`src/rtl/regfile_pkg.sv`:
```
// Shared types and width defaults for the register-file writeback arbiter.
package regfile_pkg;

   localparam int unsigned DefaultAddressWidth = 5;
   localparam int unsigned DefaultDataWidth    = 32;

   typedef logic [DefaultAddressWidth-1:0] reg_idx_t;

   typedef struct packed {
      logic                        valid;
      reg_idx_t                    rd;
      logic [DefaultDataWidth-1:0] data;
   } wb_req_t;

   typedef enum logic {
      GNT_ALU,
      GNT_LSU
   } grant_e;

endpackage

```
`src/rtl/wb_scoreboard.sv`:
```
// Pending-load bitmap: set on load issue, clear on LSU writeback, decode hazard flag
// and registered protocol-error pulse.
module wb_scoreboard #(
   parameter int unsigned AddrWidth = 5
) (
   input  logic                 clk_i,
   input  logic                 rst_i,
   input  logic                 set_en_i,
   input  logic [AddrWidth-1:0] set_idx_i,
   input  logic                 clr_en_i,
   input  logic [AddrWidth-1:0] clr_idx_i,
   input  logic                 alu_wr_i,
   input  logic [AddrWidth-1:0] alu_idx_i,
   input  logic [AddrWidth-1:0] chk_rs1_i,
   input  logic [AddrWidth-1:0] chk_rs2_i,
   input  logic [AddrWidth-1:0] chk_rd_i,
   input  logic [2:0]           chk_en_i,
   output logic                 hazard_o,
   output logic                 err_o
);

   localparam int unsigned NumRegs = 2 ** AddrWidth;

   logic [NumRegs-1:0] pending_q, pending_d;
   logic               err_q, err_d;

   // Set is applied after clear so a same-index collision leaves the new load pending.
   always_comb begin
      pending_d = pending_q;
      if (clr_en_i) begin
         pending_d[clr_idx_i] = 1'b0;
      end
      if (set_en_i && (set_idx_i != '0)) begin
         pending_d[set_idx_i] = 1'b1;
      end
   end

   always_comb begin
      err_d = 1'b0;
      if (set_en_i && pending_q[set_idx_i] && !(clr_en_i && (clr_idx_i == set_idx_i))) begin
         err_d = 1'b1;
      end
      if (clr_en_i && (clr_idx_i != '0) && !pending_q[clr_idx_i]) begin
         err_d = 1'b1;
      end
      if (alu_wr_i && pending_q[alu_idx_i]) begin
         err_d = 1'b1;
      end
   end

   always_comb begin
      hazard_o = (chk_en_i[0] && pending_q[chk_rs1_i]) ||
                 (chk_en_i[1] && pending_q[chk_rs2_i]) ||
                 (chk_en_i[2] && pending_q[chk_rd_i]);
   end

   always_ff @(posedge clk_i or posedge rst_i) begin
      if (rst_i) begin
         pending_q <= '0;
         err_q     <= 1'b0;
      end else begin
         pending_q <= pending_d;
         err_q     <= err_d;
      end
   end

   assign err_o = err_q;

endmodule

```
`src/rtl/regfile_wb_arbiter.sv`:
```
// Arbitrates the ALU and LSU writeback requesters onto the register file's single write port.
// Define WB_ARB_RR_EN for round-robin arbitration; otherwise LSU has fixed priority.
module regfile_wb_arbiter
   import regfile_pkg::*;
#(
   parameter int unsigned ADDRESS_WIDTH = DefaultAddressWidth,
   parameter int unsigned DATA_WIDTH    = DefaultDataWidth
) (
   input  logic                     clk,
   input  logic                     rst,
   input  logic                     alu_valid,
   output logic                     alu_ready,
   input  logic [ADDRESS_WIDTH-1:0] alu_rd,
   input  logic [DATA_WIDTH-1:0]    alu_data,
   input  logic                     lsu_valid,
   output logic                     lsu_ready,
   input  logic [ADDRESS_WIDTH-1:0] lsu_rd,
   input  logic [DATA_WIDTH-1:0]    lsu_data,
   input  logic                     ld_issue,
   input  logic [ADDRESS_WIDTH-1:0] ld_issue_rd,
   input  logic [ADDRESS_WIDTH-1:0] chk_rs1,
   input  logic [ADDRESS_WIDTH-1:0] chk_rs2,
   input  logic [ADDRESS_WIDTH-1:0] chk_rd,
   input  logic [2:0]               chk_en,
   output logic                     hazard,
   output logic                     we,
   output logic [ADDRESS_WIDTH-1:0] waddr,
   output logic [DATA_WIDTH-1:0]    wdata,
   output logic                     err
);

   typedef struct packed {
      logic                     valid;
      logic [ADDRESS_WIDTH-1:0] rd;
      logic [DATA_WIDTH-1:0]    data;
   } req_t;

   req_t   alu_req, lsu_req, win_req;
   grant_e gnt;
   logic   xfer;

   logic                     we_q, we_d;
   logic [ADDRESS_WIDTH-1:0] waddr_q, waddr_d;
   logic [DATA_WIDTH-1:0]    wdata_q, wdata_d;

   assign alu_req = '{valid: alu_valid, rd: alu_rd, data: alu_data};
   assign lsu_req = '{valid: lsu_valid, rd: lsu_rd, data: lsu_data};

`ifdef WB_ARB_RR_EN
   grant_e last_q, last_d;

   always_comb begin
      gnt = GNT_ALU;
      if (alu_valid && lsu_valid) begin
         gnt = (last_q == GNT_ALU) ? GNT_LSU : GNT_ALU;
      end else if (lsu_valid) begin
         gnt = GNT_LSU;
      end
   end

   always_comb begin
      last_d = last_q;
      if (xfer) begin
         last_d = gnt;
      end
   end

   always_ff @(posedge clk or posedge rst) begin
      if (rst) begin
         last_q <= GNT_ALU;
      end else begin
         last_q <= last_d;
      end
   end
`else
   always_comb begin
      gnt = lsu_valid ? GNT_LSU : GNT_ALU;
   end
`endif

   // With no requester valid the grant parks on the ALU, so the winner's valid is the transfer.
   assign win_req   = (gnt == GNT_LSU) ? lsu_req : alu_req;
   assign xfer      = win_req.valid;
   assign alu_ready = alu_valid && (gnt == GNT_ALU);
   assign lsu_ready = lsu_valid && (gnt == GNT_LSU);

   always_comb begin
      we_d    = xfer && (win_req.rd != '0);
      waddr_d = waddr_q;
      wdata_d = wdata_q;
      if (we_d) begin
         waddr_d = win_req.rd;
         wdata_d = win_req.data;
      end
   end

   always_ff @(posedge clk or posedge rst) begin
      if (rst) begin
         we_q    <= 1'b0;
         waddr_q <= '0;
         wdata_q <= '0;
      end else begin
         we_q    <= we_d;
         waddr_q <= waddr_d;
         wdata_q <= wdata_d;
      end
   end

   assign we    = we_q;
   assign waddr = waddr_q;
   assign wdata = wdata_q;

   wb_scoreboard #(
      .AddrWidth (ADDRESS_WIDTH)
   ) u_scoreboard (
      .clk_i     (clk),
      .rst_i     (rst),
      .set_en_i  (ld_issue),
      .set_idx_i (ld_issue_rd),
      .clr_en_i  (lsu_ready),
      .clr_idx_i (lsu_rd),
      .alu_wr_i  (alu_ready),
      .alu_idx_i (alu_rd),
      .chk_rs1_i (chk_rs1),
      .chk_rs2_i (chk_rs2),
      .chk_rd_i  (chk_rd),
      .chk_en_i  (chk_en),
      .hazard_o  (hazard),
      .err_o     (err)
   );

endmodule
```
`config.mk`:
```
export PLATFORM = sky130hd
export DESIGN_NAME = regfile_wb_arbiter
export DESIGN_NICKNAME = d
export VERILOG_FILES = /design/src/rtl/regfile_pkg.sv /design/src/rtl/wb_scoreboard.sv /design/src/rtl/regfile_wb_arbiter.sv
export SDC_FILE = /design/constraint.sdc
export NUM_CORES = 1
export LEC_CHECK = 0
export BUFFER_PORTS_ARGS = -buffer_cell sky130_fd_sc_hd__buf_2
export CAP_MARGIN = 20
export CORE_AREA = 2 2 142 144
export CTS_CLUSTER_SIZE = 16
export DETAILED_ROUTE_END_ITERATION = 10
export DIE_AREA = 0 0 144 146
export GPL_TIMING_DRIVEN = 1
export SYNTH_ARGS = -nofsm -noshare
export SYNTH_HDL_FRONTEND = slang
export SYNTH_SLANG_ARGS = --single-unit
export TNS_END_PERCENT = 1
```
`constraint.sdc`:
```
create_clock -name clk -period 2.01 [get_ports clk]
set_input_delay 0.201 -clock clk [delete_from_list [all_inputs] [get_ports clk]]
set_output_delay 0.201 -clock clk [all_outputs]
set_load 0.02 [all_outputs]
```
# Yosys cells after proc, flatten, opt, wreduce, memory -nomap -nowiden
# Cells that the tools add are included.
# totals
wordCells,63
output_inout_bits,42
inputBits,102
reg_bits,71
# op_classes
n_lt_le_gt_ge,8
n_eq_ne,1
n_bitwise,4
reduce_logical,22
n_mux,23
# op_table
op,n
32-bit two-way mux,2
38-bit two-way mux,1
"5-bit by 6-bit < comparator with 1-bit output, second input constant",6
32-bit bitwise AND,1
32-bit inverter,1
32-bit OR,1
1-bit binary-select mux with 5-bit select,6
1-bit logical AND,15
5-bit nonzero test,3
1-bit two-way mux,12
1-bit demux with 5-bit select,2
"5-bit by 1-bit >= comparator with 1-bit output, second input constant",2
5-bit == test,1
1-bit zero test,2
1-bit logical OR,2
1-bit inverter,1

# Logic depth before layout (Yosys ltp)
# Gate-level depths: netlist (run 1).
# depth
word_depth,9
depth_mapped,8
depth_no_buf,5

# Cells and area by module
# A second synthesis (run 1) with hierarchy kept.
# hier_totals
hier_cells,396
hier_area_um2,5037.3
# by_module_without_submodules
module,cells_per_inst,instances,seq_area_each_um2,area_per_inst_um2
wb_scoreboard,266,1,825.8,3044.2
regfile_wb_arbiter,130,1,950.9,1993.2

# Worst setup path after synthesis (run 1)
# No wires, ideal clock.
# synth_path
path_type,in2out
from,input port chk_rs1[0]
to,output port hazard
setup_slack_ns,0.052
arrival_time_ns,1.757
n_path_buf,1
path_stages,5
required_time_ns,1.809
cell_sequence,buf_2 -> mux4_2 -> mux4_2 -> o211ai_1 -> nand4_1
# synth_between
elab_chain_len,5
# synth_rtl
element,line_no,rtl
from (decl),regfile_wb_arbiter.sv:21,"input logic [ADDRESS_WIDTH-1:0] chk_rs1,"
1-bit binary-select mux with 5-bit select,wb_scoreboard.sv:52,hazard_o = (chk_en_i[0] && pending_q[chk_rs1_i]) ||
1-bit two-way mux (not written as such),wb_scoreboard.sv:52,
1-bit logical AND,wb_scoreboard.sv:52,
1-bit logical OR,wb_scoreboard.sv:52,
1-bit logical OR,wb_scoreboard.sv:53,(chk_en_i[1] && pending_q[chk_rs2_i]) ||
to (decl),regfile_wb_arbiter.sv:25,"output logic hazard,"
# No other way between the ends. The select of a mux whose other input is x is not followed.

# Final worst setup path (run 1)
# layout_path
from,register u_scoreboard.pending_q[5]
to,output port hazard
# layout_between
elab_chain_len,5
elab_cells_between_ends,11
classes_between,mux (6); reduce/logical (5)
# layout_rtl
element,line_no,rtl
from (decl),wb_scoreboard.sv:24,"logic [NumRegs-1:0] pending_q, pending_d;"
from (signal assigned),wb_scoreboard.sv:62,pending_q <= pending_d;
"1-bit binary-select mux with 5-bit select, on equally long branches","wb_scoreboard.sv:52, wb_scoreboard.sv:53",
"1-bit two-way mux, on equally long branches","wb_scoreboard.sv:52, wb_scoreboard.sv:53",
"1-bit logical AND, on equally long branches","wb_scoreboard.sv:52, wb_scoreboard.sv:53",
1-bit logical OR,wb_scoreboard.sv:52,
1-bit logical OR (*),wb_scoreboard.sv:53,
# Every way passes the cells marked *; elsewhere a longest branch is shown, timed or not. The select of a mux whose other input is x is not followed.

==> results of run 1 <==
==> power breakdown <==
part	internal, W	switching, W
sequential	0.00167	0.000217
clock	0.000993	0.000594
combinational	0.000921	0.000892
==> worst max-delay path, stage by stage, from the launching register on <==
cell       delay [ps]
dfrtp_1           420
mux4_2            460
mux4_2            470
o2111ai_2         170
nand4_1           110
buf_4             170
==> synth_stat cells, drive strengths merged, types with 3 or more instances <==
master	count	share of area (%)
a21oi	37	3.9
buf	18	3.0
clkbuf	17	1.3
dfrtp	71	37
inv	8	0.63
mux2	6	1.4
mux2i	46	9.6
mux4	48	23
nand2	10	0.78
nand2b	6	0.78
nand3	8	0.84
nand3b	10	1.6
nor2	44	3.5
o2111ai	5	0.92
o211ai	3	0.47
o21ai	64	6.7
or3b	3	0.55
xor2	4	0.73
==> routing by layer <==
metal  global-route usage (%)  share of wire, %
met5                        0             0.071
met4                     4.31               1.1
met3                     5.33                11
met2                     23.2                46
met1                     19.9                42
==> path summary, 6_finish.rpt <==
path	startpoint	end	cells after the start
min in group asynchronous	rst	wdata[25]	4
max in group asynchronous	rst	u_scoreboard.pending_q[22]	4
hold reg to reg	wdata[6]	wdata[6]	2
hold / removal	alu_data[13]	wdata[13]	3
setup / recovery	u_scoreboard.pending_q[5]	hazard	5
setup reg to reg	u_scoreboard.pending_q[1]	u_scoreboard.err_o	6
==> cells by family after synthesis <==
kind of cell / synth area share, %
flip-flops: 37.1
XOR/XNOR: 0.915
AND/OR/NAND/NOR: 9.57
AO/OA/AOI/OAI: 13.8
multiplexers: 33.6
buffers and inverters: 4.99
==> cell usage in the layout, fill, tap and decap left out, types with 3 or more instances in the layout <==
cell       count
buf_12         4
mux2_2         6
buf_2        142
buf_4         38
nand3b_1      10
nand3_1        8
clkbuf_16      9
inv_1          7
xor2_1         4
mux4_2        48
a21oi_1       37
clkbuf_1       3
dfrtp_1       71
o211ai_1       3
nor2_1        44
o2111ai_1      4
nand2b_1       6
nand2_1       10
o21ai_0       63
mux2i_1       46
==> stage by stage <==
step | TNS, ps | std cells | area, sq um | hold WS (ps) | utilization (%)
finish | -334 | 864 | 6300 | 150 | 32.6
global placement | -71.8 | 845 | 5970 | 309 | 30.9
global route | -433 | 863 | 6290 | 149 | 32.6
floorplan | 0 | 432 | 4780 | 379 | -
CTS | -349 | 863 | 6290 | 142 | 32.6
detailed placement | -59.6 | 845 | 5970 | 311 | 30.9
==> final cells by class <==
| type | count | area [sq um] | area share (%) |
|---|---|---|---|
| inverter | 8 | 30.0 | 0.477 |
| clock inverter | 3 | 42.5 | 0.676 |
| multi-input combinational | 318 | 2780 | 44.1 |
| sequential | 71 | 1780 | 28.2 |
| antenna | 1 | 2.50 | 0.0397 |
| tap | 265 | 332 | 5.27 |
| timing repair buffer | 185 | 1090 | 17.2 |
| clock buffer | 13 | 250 | 3.97 |
==> state kept, by name, indices dropped and copies added, names as in the netlist <==
name	cells
u_scoreboard.err_o	1
we	1
waddr	5
u_scoreboard.pending_q	32
wdata	32
==> timing repair <==
action / 4_1_cts / 5_1_grt
setup endpoints to repair: 1 / 2
hold buffers: 1 / 0
cloned: 0 / 0
hold endpoints to repair: 71 / 0
setup buffers: 1 / 0
resized for setup: 2 / 1
==> flow_metrics.env, run 1 <==
export IMPL_drive_gt1_share_pct=42.8
export IMPL_yosys_warnings=0
export IMPL_area_delta_synth_final_pct=31.6
export IMPL_power_leakage_nw=2.74
export IMPL_yosysUniqueCellTypes=39
export IMPL_violations="negative setup slack"
export IMPL_grt_pass1_wl_mm=24.0
export IMPL_grt_overflow=0
export IMPL_dr_pass1_iters=6
export IMPL_ir_drop_mv=0.423
export IMPL_finClkSkew_ps=6.13
export IMPL_clkTransAtPathRegs_ps=60
export IMPL_ys_flop_type="dfrtp_1"
export IMPL_fill_cells=1997
export IMPL_cts_sinks=71
export IMPL_grt_pass1_vias=4273
export IMPL_drt_iter0_drc=354
export IMPL_cts_htree_levels=3
export IMPL_post_route_drc_count=0
export IMPL_post_place_ws_ps=-59.6
export IMPL_synthCells=432
export IMPL_p_total_w=0.00528
export IMPL_gp_congestion=0.891
export IMPL_cp_arrival_ps=2140
export IMPL_cp_max_fo=4
export IMPL_synth_seq_cells=71
export IMPL_rsz0062_at_grt="yes"
export IMPL_track_usage_pct=15.0
export IMPL_tightest_slew_ps=410
export IMPL_r2r_slack_ps=150
export IMPL_fin_nets=695
export IMPL_maxSlewHeadroom_pct=72.6
export IMPL_setup_viol=1
export IMPL_critPathKind="flip-flop to output port"
export IMPL_finalHoldViolCount=0
export IMPL_cts_buffers=9
export IMPL_period_share_pct=117
export IMPL_timing_final_ws_setup_ps=-334
export IMPL_cts_tree="done"
export IMPL_worstSkewPairLatency_ps=340
export IMPL_final_min_clock_period_ps=2340
export IMPL_cp_end_kind="output port"
export IMPL_portBuffers=143
export IMPL_syn_num_nets=534
export IMPL_syn_avg_cell_area_sq_um=11.1
export IMPL_initial_core_util_pct=24.7
export IMPL_rows=51
export IMPL_die_w_um=144
export IMPL_clk_path_buf_depth=2
export IMPL_async_reset_ff_share_pct=100
export IMPL_wirelength_mm=15.4
export IMPL_cap_violations=0
export IMPL_ant_nets=0
export IMPL_power_density_mw_per_mm2=839
export IMPL_hpwl_mm=11.6
export IMPL_grt_max_degree=72
export IMPL_hp_class="input pin to flip-flop"
export IMPL_fmax_mhz=427
export IMPL_vias=4291
export IMPL_synth_edf_count=0
export IMPL_synth_area_sq_mm=0.00478
export IMPL_antenna_found_initial=2
export IMPL_cp_start_kind="flip-flop"
export IMPL_routedWlPerCell_um=17.8
export IMPL_maxSlewViolCount=0
export IMPL_coreArea_sq_mm=0.0193
export IMPL_cts_root_buf="clkbuf_16"
export IMPL_crit_required_ps=1810
export IMPL_boundaryPins=144
export IMPL_dieHeight_um=146
export IMPL_status="complete, but fails checks"
export IMPL_die_area_sq_mm=0.0210
export IMPL_seq_area_frac_synth_pct=37.1
export IMPL_via_per_inst=4.97
No activity file was read; power rests on OpenSTA's default activity.
==> run 2, diff against run 1 <==
Settings changed: CORE_AREA 2 2 142 144 to 5 5 145 147, DIE_AREA 0 0 144 146 to 0 0 150 152.
==> run 2 against run 1 <==
The run still ends with negative setup slack left. Flip-flop and latch count is the same. Critical path depth unchanged. Die area is 8.4% higher. Via count is 0.19% higher. Final area rose by 0.85%. Sequential power is essentially flat. Power grew 6.8%. Core utilization fell by 0.46 points. Largest cell class unchanged.
==> flow_metrics.env, run 2 (synthesis results as in run 1) <==
export IMPL_initial_core_util_pct=24.2
export IMPL_finClkSkew_ps=5.38
export IMPL_power_leakage_nw=2.77
export IMPL_cts_buffers=9
export IMPL_cts_root_buf="clkbuf_16"
export IMPL_cp_arrival_ps=2130
export IMPL_area_delta_synth_final_pct=32.7
export IMPL_crit_path_frequent_cell="mux4_2"
export IMPL_violations="negative setup slack"
export IMPL_rows=52
export IMPL_grt_max_degree=75
export IMPL_cts_htree_levels=3
export IMPL_path_delay_family="multiplexers"
export IMPL_rsz0062_at_grt="yes"
export IMPL_setup_tns_ps=-324
export IMPL_finalHoldViolCount=0
export IMPL_routedWlPerCell_um=17.9
export IMPL_track_usage_pct=13.6
export IMPL_tightest_slew_ps=427
export IMPL_die_area_sq_mm=0.0228
export IMPL_critPathKind="flip-flop to output port"
export IMPL_hp_class="input pin to flip-flop"
export IMPL_worstHoldPathCells=3
export IMPL_cts_sinks=71
export IMPL_period_share_pct=116
export IMPL_cp_end_kind="output port"
export IMPL_post_route_drc_count=0
export IMPL_hpwl_mm=12.0
export IMPL_grt_overflow=0
export IMPL_fill_cells=2068
export IMPL_setup_viol=1
export IMPL_drive_gt1_share_pct=43.2
export IMPL_layout_commonest_cell="buf_2"
export IMPL_path_depth=5
export IMPL_fin_nets=695
export IMPL_r2r_cells=6
export IMPL_worstSkewPairLatency_ps=340
export IMPL_power_density_mw_per_mm2=889
export IMPL_diodes=0
export IMPL_maxSlewHeadroom_pct=71.5
export IMPL_worst_path_buf_inv=1
export IMPL_dr_pass1_iters=5
export IMPL_final_min_clock_period_ps=2330
export IMPL_path_cells="mux4_2 -> mux4_2 -> o211ai_1 -> nand4_1 -> buf_4"
export IMPL_dieHeight_um=152
export IMPL_cpMaxStageDelayCell="mux4_2"
export IMPL_cp_start_kind="flip-flop"
export IMPL_timing_final_ws_setup_ps=-324
export IMPL_cp_max_fo=4
export IMPL_clk_path_buf_depth=2
export IMPL_antenna_found_initial=2
export IMPL_cts_tree="done"
export IMPL_vias=4299
export IMPL_post_route_util_pct=32.1
export IMPL_grt_pass1_vias=4323
export IMPL_cap_violations=0
export IMPL_ant_nets=0
export IMPL_fmax_mhz=428
export IMPL_crit_required_ps=1810
export IMPL_gp_congestion=0.889
export IMPL_via_per_inst=4.96
export IMPL_critPathMaxStageDelay_ps=470
export IMPL_maxSlewViolCount=0
export IMPL_ir_drop_mv=0.381
export IMPL_wirelength_mm=15.5
export IMPL_boundaryPins=144
export IMPL_clkTransAtPathRegs_ps=60
export IMPL_drt_iter0_drc=529
export IMPL_coreArea_sq_mm=0.0198
export IMPL_portBuffers=143
export IMPL_grt_pass1_wl_mm=24.1
export IMPL_final_cell_mix="buf_2, dfrtp_1, o21ai_0"
export IMPL_status="complete, but fails checks"
export IMPL_die_w_um=150
## run 2: cell count changes in the layout (fill, tap and decap cells not counted)
cell / previous run / this run
clkbuf_1: 3 / 0
buf_12: 4 / 2
o311ai_0: 0 / 1
clkinvlp_4: 1 / 0
o311ai_1: 1 / 0
diode_2: 1 / 0
buf_4: 38 / 40
inv_6: 0 / 1
bufinv_16: 1 / 4
clkinv_2: 1 / 0
## run 2: per-stage QoR
stage / cells / hold WS, ps / cell area, sq um / worst slack (ps) / power (W)
after floorplan: 432 / 379 / 4780 / 12.4 / 0.00294
after global placement: 851 / 84.3 / 5960 / -40.2 / 0.00365
after detailed placement: 851 / 83.4 / 5960 / -65.6 / 0.00366
after CTS: 867 / 144 / 6350 / -352 / 0.00568
after global routing: 867 / 159 / 6350 / -425 / 0.00591
final: 867 / 162 / 6350 / -324 / 0.00564
## run 2: final cells by class
class | instances | area (sq um) | share of cell area (%)
clock inverters | 5 | 129 | 2.03
clock buffers | 10 | 239 | 3.76
multi-input cells | 318 | 2780 | 43.7
well taps | 270 | 338 | 5.32
flip-flops and latches | 71 | 1780 | 28.0
repair buffers | 185 | 1060 | 16.7
inverters | 8 | 30.0 | 0.473
## run 2: repair_timing
| action | CTS | global route |
|---|---|---|
| hold buffers | 1 | 0 |
| hold endpoints to repair | 4 | 0 |
| gates resized for setup | 2 | 0 |
| endpoints found under the setup margin | 1 | 1 |
| pin swaps | 1 | 0 |
| setup buffers | 0 | 0 |
## run 2: path summary, 6_finish.rpt
| kind | startpoint | end | slack [ps] |
|---|---|---|---|
| max | u_scoreboard.pending_q[7] | hazard | -320 |
| max in group asynchronous | rst | wdata[8] | 1090 |
| min in group asynchronous | rst | wdata[28] | 280 |
| min | alu_data[20] | wdata[20] | 160 |
| min reg2reg | wdata[9] | wdata[9] | 520 |
| max reg2reg | u_scoreboard.pending_q[22] | u_scoreboard.err_o | 140 |
## run 2: tightest hold or removal path, delay by kind of cell
kind                   cells  cell delay, ps
multiplexers               1              50
AO/OA/AOI/OAI              1             130
buffers and inverters      1              70
## run 2: metal layers
layer  vias to the layer above  global-route usage [%]  share of wire (%)
li1                       1966                       -                  -
met1                      2048                    19.2                 44
met2                       261                    19.2                 43
met3                        22                    4.94                 11
met4                         2                    4.31                1.4
met5                         -                       0              0.045
## run 2: power by group
| group | switching, W | internal [W] | leakage (nW) | total, W |
|---|---|---|---|---|
| sequential | 0.000216 | 0.00167 | 0.837 | 0.00188 |
| combinational | 0.000879 | 0.000910 | 1.76 | 0.00179 |
| clock | 0.000605 | 0.00137 | 0.179 | 0.00197 |
